### config.mk
export PLATFORM = sky130hd
export DESIGN_NAME = matmul_seq_ctrl
export DESIGN_NICKNAME = d
export VERILOG_FILES = /design/src/rtl/matmul_seq_ctrl.sv
export SDC_FILE = /design/constraint.sdc
export NUM_CORES = 1
export LEC_CHECK = 0
export CAP_MARGIN = 15
export CORE_MARGIN = 3
export CORE_UTILIZATION = 51
export CTS_BUF_LIST = sky130_fd_sc_hd__clkbuf_2
export DETAILED_ROUTE_END_ITERATION = 10
export PLACE_DENSITY_LB_ADDON = 0.08
export SLEW_MARGIN = 25
export SYNTH_ARGS = -nofsm -noshare
export SYNTH_HDL_FRONTEND = slang
export SYNTH_SLANG_ARGS = --single-unit
### constraint.sdc
create_clock -name clk -period 2.5 [get_ports clk]
set_clock_uncertainty 0.15 [all_clocks]
set_input_delay 0.625 -clock clk [delete_from_list [all_inputs] [get_ports clk]]
set_output_delay 0.625 -clock clk [all_outputs]
set_load 0.02 [all_outputs]
### src/rtl/matmul_seq_ctrl.sv
// Sequencing controller for the matrix logic top: loads the X-buffer from a byte
// stream, runs the ALU to completion, then streams the result SRAM out word by word.
module matmul_seq_ctrl #(
    parameter int NUM_RESULTS = 32,
    parameter int ADDR_W      = 8,
    parameter int TIMEOUT     = 1023
) (
    input  logic              clk,
    input  logic              rst,
    input  logic              start,
    input  logic              in_valid,
    input  logic [7:0]        in_data,
    output logic              in_ready,
    output logic              input_load_en,
    output logic              valid_input,
    output logic [7:0]        X_load,
    input  logic              xload_done,
    output logic              ALU_en,
    input  logic              ALU_done,
    output logic              read_n,
    output logic [ADDR_W-1:0] r_addr,
    input  logic              ry,
    input  logic [8:0]        data_out,
    output logic              out_valid,
    output logic [8:0]        out_data,
    input  logic              out_ready,
    output logic              busy,
    output logic              done,
    output logic              err
);

    localparam int                WAIT_W    = (TIMEOUT < 2) ? 1 : $clog2(TIMEOUT + 1);
    localparam logic [WAIT_W-1:0] WAIT_LAST = WAIT_W'(TIMEOUT - 1);
    localparam logic [ADDR_W-1:0] ADDR_LAST = ADDR_W'(NUM_RESULTS - 1);

    typedef enum logic [2:0] {
        ST_IDLE,
        ST_LOAD,
        ST_COMPUTE,
        ST_RD_REQ,
        ST_RD_WAIT,
        ST_OUT,
        ST_DONE
    } state_t;

    state_t              state_q;
    logic [ADDR_W-1:0]   addr_q;
    logic [ADDR_W-1:0]   addr_d;
    logic [WAIT_W-1:0]   wait_q;
    logic                err_q;
    logic                done_q;
    logic                busy_q;
    logic                out_valid_q;
    logic [8:0]          out_data_q;
    logic [ADDR_W-1:0]   r_addr_q;
    logic                read_n_q;
    logic                alu_en_q;
    logic                load_en_q;

    logic                waiting;
    logic                advance;
    logic                wait_expired;

    // The wait counter only runs while stalled on an external event in one of the
    // three waiting states; the event arriving on the last cycle still wins.
    assign waiting      = (state_q == ST_LOAD) || (state_q == ST_COMPUTE) || (state_q == ST_RD_WAIT);
    assign advance      = ((state_q == ST_LOAD)    && xload_done) ||
                          ((state_q == ST_COMPUTE) && ALU_done)   ||
                          ((state_q == ST_RD_WAIT) && ry);
    assign wait_expired = waiting && !advance && (wait_q == WAIT_LAST);
    assign addr_d       = addr_q + 1'b1;

    assign in_ready    = (state_q == ST_LOAD) && !xload_done;
    assign valid_input = in_valid && in_ready;
    assign X_load      = valid_input ? in_data : 8'h00;

    always_ff @(posedge clk or negedge rst) begin
        if (!rst) begin
            state_q     <= ST_IDLE;
            addr_q      <= '0;
            wait_q      <= '0;
            err_q       <= 1'b0;
            done_q      <= 1'b0;
            busy_q      <= 1'b0;
            out_valid_q <= 1'b0;
            out_data_q  <= '0;
            r_addr_q    <= '0;
            read_n_q    <= 1'b1;
            alu_en_q    <= 1'b0;
            load_en_q   <= 1'b0;
        end else if (wait_expired) begin
            state_q     <= ST_IDLE;
            wait_q      <= '0;
            err_q       <= 1'b1;
            busy_q      <= 1'b0;
            out_valid_q <= 1'b0;
            read_n_q    <= 1'b1;
            alu_en_q    <= 1'b0;
            load_en_q   <= 1'b0;
        end else begin
            wait_q <= (waiting && !advance) ? wait_q + 1'b1 : '0;
            done_q <= 1'b0;
            case (state_q)
                ST_IDLE: begin
                    if (start) begin
                        state_q   <= ST_LOAD;
                        err_q     <= 1'b0;
                        addr_q    <= '0;
                        busy_q    <= 1'b1;
                        load_en_q <= 1'b1;
                    end
                end
                ST_LOAD: begin
                    if (xload_done) begin
                        state_q   <= ST_COMPUTE;
                        load_en_q <= 1'b0;
                        alu_en_q  <= 1'b1;
                    end
                end
                ST_COMPUTE: begin
                    if (ALU_done) begin
                        state_q  <= ST_RD_REQ;
                        alu_en_q <= 1'b0;
                        read_n_q <= 1'b0;
                        r_addr_q <= addr_q;
                    end
                end
                ST_RD_REQ: begin
                    state_q  <= ST_RD_WAIT;
                    read_n_q <= 1'b1;
                end
                ST_RD_WAIT: begin
                    if (ry) begin
                        state_q     <= ST_OUT;
                        out_data_q  <= data_out;
                        out_valid_q <= 1'b1;
                    end
                end
                ST_OUT: begin
                    if (out_ready) begin
                        out_valid_q <= 1'b0;
                        if (addr_q == ADDR_LAST) begin
                            state_q <= ST_DONE;
                            done_q  <= 1'b1;
                        end else begin
                            state_q  <= ST_RD_REQ;
                            addr_q   <= addr_d;
                            r_addr_q <= addr_d;
                            read_n_q <= 1'b0;
                        end
                    end
                end
                ST_DONE: begin
                    state_q <= ST_IDLE;
                    busy_q  <= 1'b0;
                end
                default: begin
                    state_q     <= ST_IDLE;
                    busy_q      <= 1'b0;
                    out_valid_q <= 1'b0;
                    read_n_q    <= 1'b1;
                    alu_en_q    <= 1'b0;
                    load_en_q   <= 1'b0;
                end
            endcase
        end
    end

    assign input_load_en = load_en_q;
    assign ALU_en        = alu_en_q;
    assign read_n        = read_n_q;
    assign r_addr        = r_addr_q;
    assign out_valid     = out_valid_q;
    assign out_data      = out_data_q;
    assign busy          = busy_q;
    assign done          = done_q;
    assign err           = err_q;

endmodule

======== Word level (Yosys, flattened, before mapping) ========
Cells that the tools add are included.
W data, S select, Z words.
storage, ports and cells
  register bits after elaboration ......... 45
  bits of input ports ..................... 25
  output and inout bits ................... 34
  word-level logic and storage cells ...... 112
cells by class
  add/sub/neg operators ................... 2
  eq/ne operators ......................... 23
  mux-type cells .......................... 41
  bitwise logic cells ..................... 1
  reduce and logical (&&, ||, !) cells .... 33
operators by type and width
  kind                     count
  $mux W8                  5
  $pmux W8 S2              2
  $mux W3                  7
  $mux W10                 2
  $reduce_or A5 Y1         4
  $mux W1                  19
  $ne A3 B3 Y1 const B     6
  $pmux W3 S6              1
  $reduce_and A5 Y1        3
  $pmux W1 S3              4
  $reduce_and A3 Y1        4
  $add A10 B1 Y10 const B  1
  $eq A10 B10 Y1 const B   1
  $ne A2 B1 Y1 const B     5
  $eq A3 B3 Y1 const B     3
  $add A8 B1 Y8 const B    1
  $eq A8 B5 Y1 const B     1
  $ne A2 B2 Y1 const B     4
  $reduce_bool A2 Y1       4
  $logic_and A1 B1 Y1      7
  $eq A3 B2 Y1 const B     2
  $logic_or A1 B1 Y1       4
  $reduce_and A2 Y1        2
  $reduce_and A4 Y1        1
  6 further kinds          7

======== Logic depth before layout (Yosys ltp) ========
  depth after elaboration ................. 9
  gate-level depth with buffers ........... 7
  depth with buffers taken out ............ 6

======== Worst setup path before layout ========
OpenSTA, ideal clock, no wires.
  kind .................................... input port to output port
  from .................................... input port xload_done
  to ...................................... output port X_load[0]
  data arrival time ....................... 1.703 ns
  data required time ...................... 1.725 ns
  path slack .............................. 0.022 ns
  cell stages on the path ................. 3
  path buffers ............................ 1
  path through ............................ nor4b_2 > clkbuf_1 > and3_1
on the way
  longest elaborated chain between the ends .. 4
RTL lines
  item                 line  text
  from (decl)          17    input logic xload_done,
  $logic_not A1 Y1     73    assign in_ready = (state_q == ST_LOAD) && !xload_done;
  $logic_and A1 B1 Y1  73
  net in_ready         13    output logic in_ready,
  $logic_and A1 B1 Y1  74    assign valid_input = in_valid && in_ready;
  $mux W8              75    assign X_load = valid_input ? in_data : 8'h00;
  to (decl)            16    output logic [7:0] X_load,
The timed path passes the listed nets, and every way through them passes these cells.

======== Worst setup path in the final report ========
  from .................................... input port xload_done
  to ...................................... output port X_load[6]
on the way
  longest elaborated chain between the ends .. 4
RTL lines
  item                 line
  $logic_not A1 Y1     73
  $logic_and A1 B1 Y1  73
  $logic_and A1 B1 Y1  74
  $mux W8              75
No other way between the ends.

==> qor.yml <==
status:
  status: "completed"
synth:
  postSynthCellCount: 229
  yosys-top-cells-area: "dfrtp_1, mux2_2, mux2_4"
  async_reset_ff_share_pct: 100
  synth_edf_count: 0
  avgSynthCellArea_um2: 10.6
  yosysUniqueCellTypes: 59
  synth_area_um2: 2440
  synth_most_common_cell: "dfrtp_1"
  synth_seq_cells: 45
  synthFlopType: "dfrtp_1"
  syn_nets: 258
  synth_top_area_share_pct: 45.2
  ys_seq_area_share_pct: 46.3
  synth_commonest_cells: "dfrtp_1, nor2_1, nand2_1"
  synth_top_area_cell: "dfrtp_1"
  yosys_warnings: 0
cts:
  htreeDepth: 2
  clk_latency_ns: 0.43
  cts-buffers-inserted: 5
  cts_root_buf: "clkbuf_2"
  cts_setup_buffers: 0
  cts_hold_buf: 0
  cts_tree: "yes"
  clkTransAtPathRegs_ns: 0.25
  cts.path.max_buffers: 2
  clkSinkCount: 45
detailed_routing:
  routed_wl_mm: 5.07
  viasPerCell: 5.57
  detail_route.wl_per_cell_um: 14.4
  drc: 0
  dr.pass1.iters: 4
  antenna_left: 0
  first_iter_violations: 113
  routed-via-count: 1961
worst_setup_path:
  cp-start-kind: "primary input"
  worstPathArrival_ns: 1.68
  worst-setup-path-type: "primary input to primary output"
  end_kind: "primary output"
  cp_max_fo: 5
  required_ns: 1.73
placement:
  place.gp.congestion: 0.806
  dp.cells: 343
  io_buffers: 58
  place_ws_ns: -0.582
  dp_hpwl_mm: 3.79
  place_area_um2: 3140
sta:
  tightest_slew_ns: 0.561
  finalSetupViolCount: 0
  fin_crit_ns: 2.45
  fmax_mhz: 408
  post-route-period-util_pct: 98.1
  final.setup.worst_slack_ns: 0.0464
  slew_headroom_pct: 62.6
  hold_viol_final: 0
  slew_violations: 0
  rsz0062_at_grt: "yes"
cells_and_area:
  design_area_um2: 3190
  nFillCells: 361
  n_antenna_cell: 0
  stdcell_count: 352
  area.growth.synth_to_final_pct: 30.9
  drive_gt1_share_pct: 21.7
  multi_input_area_um2: 1210
  finalNetCount: 328
  regArea_um2: 1130
floorplan:
  rows: 24
  die_area_um2: 5640
  initial_core_util_pct: 54.5
  die_y_um: 75.1
  core_um2: 4470
  die_w_um: 75.1
  pin_count: 59
global_route:
  grt_pass1_wl_mm: 8.58
  grt_pass1_vias: 1834
  gr-total-overflow: 0
  grt_start_max_net_pins: 46
  antenna_found_initial: 0
  grtUsageTotal_pct: 19.6
power_and_ir_drop:
  ir_drop_mv: 0.531
  p_leak_nw: 1.41
  p_per_area_nw_per_um2: 853
  report.power.total_mw: 2.72
min_path:
  min-delay-path-class: "primary input to async pin"
job:
  cap_violations: 0
[worst max-delay path, stage by stage]
cell	delay, ns
dlygate4sd2_1	0.26
nor4b_4	0.31
buf_4	0.17
and3_1	0.18
buf_6	0.12
[stage by stage]
stage          setup TNS (ns)  util [%]  hold WS, ns
6_report                    0      71.3       0.0735
3_3_place_gp            -5.08      70.3        0.319
3_5_place_dp            -5.40      70.3        0.327
4_1_cts                     0      71.1       0.0644
5_1_grt                -0.346      71.3       0.0632
2_1_floorplan               0         -        0.179
[registers in the layout (all words and copies together) (netlist names), 3 cells and up]
name / count
wait_q: 10
out_data: 9
addr_q: 8
r_addr: 8
state_q: 3
[layout by cell type, fill, tap and decap left out, drive strengths merged, types with 3 or more instances in the layout]
cell type | synthesis | routed
nor2 | 18 | 18
and3 | 8 | 8
a32o | 3 | 3
and2 | 3 | 3
ha | 4 | 4
mux2 | 16 | 16
o21ai | 11 | 11
nor3 | 7 | 7
and4 | 5 | 5
clkbuf | 3 | 5
nand2 | 16 | 16
clkdlybuf4s50 | 0 | 46
dfrtp | 44 | 44
nand3 | 12 | 12
a21oi | 3 | 3
xor2 | 9 | 9
buf | 10 | 29
inv | 10 | 11
mux2i | 3 | 3
o211ai | 4 | 4
nor4b | 3 | 3
xnor2 | 5 | 5
[cell families after synthesis]
group / count (synthesis) / synth area share (%)
buffers and inverters: 23 / 4.57
flip-flops: 45 / 46.3
AND/OR/NAND/NOR: 84 / 19.9
adder cells (fa/ha/maj): 4 / 2.05
multiplexers: 19 / 9.55
AO/OA/AOI/OAI: 40 / 12.6
XOR/XNOR: 14 / 5.03
[metal layers]
layer	wire, um	part of all wire, %	up-vias	GRT usage, %
met5	0	0	-	0
met2	2380	47	61	31.1
met4	37	0.73	0	4.27
met1	2320	46	930	27.0
met3	346	6.8	4	5.34
li1	-	-	966	-
[final timing paths]
kind / startpoint / endpoint / depth (start not counted) / slack (ns)
max in group asynchronous: rst / state_q[1] / 2 / 1.73
setup / recovery: xload_done / X_load[6] / 5 / 0.05
hold / removal: rst / out_data[6] / 2 / 0.07
hold reg to reg: read_n / read_n / 2 / 0.35
setup reg to reg: addr_q[0] / r_addr[6] / 6 / 0.46
min in group clk: read_n / read_n / 2 / 0.35
[power breakdown]
| part | switching, mW | internal, mW |
|---|---|---|
| clock network | 0.250 | 0.0707 |
| registers | 0.130 | 0.913 |
| logic | 0.691 | 0.667 |
[what timing repair did]
item | in CTS | in global routing
resized for setup | 50 | 6
endpoints found under the setup margin | 10 | 10
cloned | 1 | 0
pin swaps | 1 | 0
hold endpoints to repair | 0 | 0
[layout make-up]
cell class / instances / share of cell area (%)
Timing Repair Buffer: 76 / 22.2
Clock buffer: 5 / 0.784
Multi-Input combinational cell: 161 / 37.8
Clock inverter: 3 / 0.667
Inverter: 10 / 1.18
Tap cell: 52 / 2.04
Sequential cell: 45 / 35.3
No activity file was read; power rests on OpenSTA's default activity.
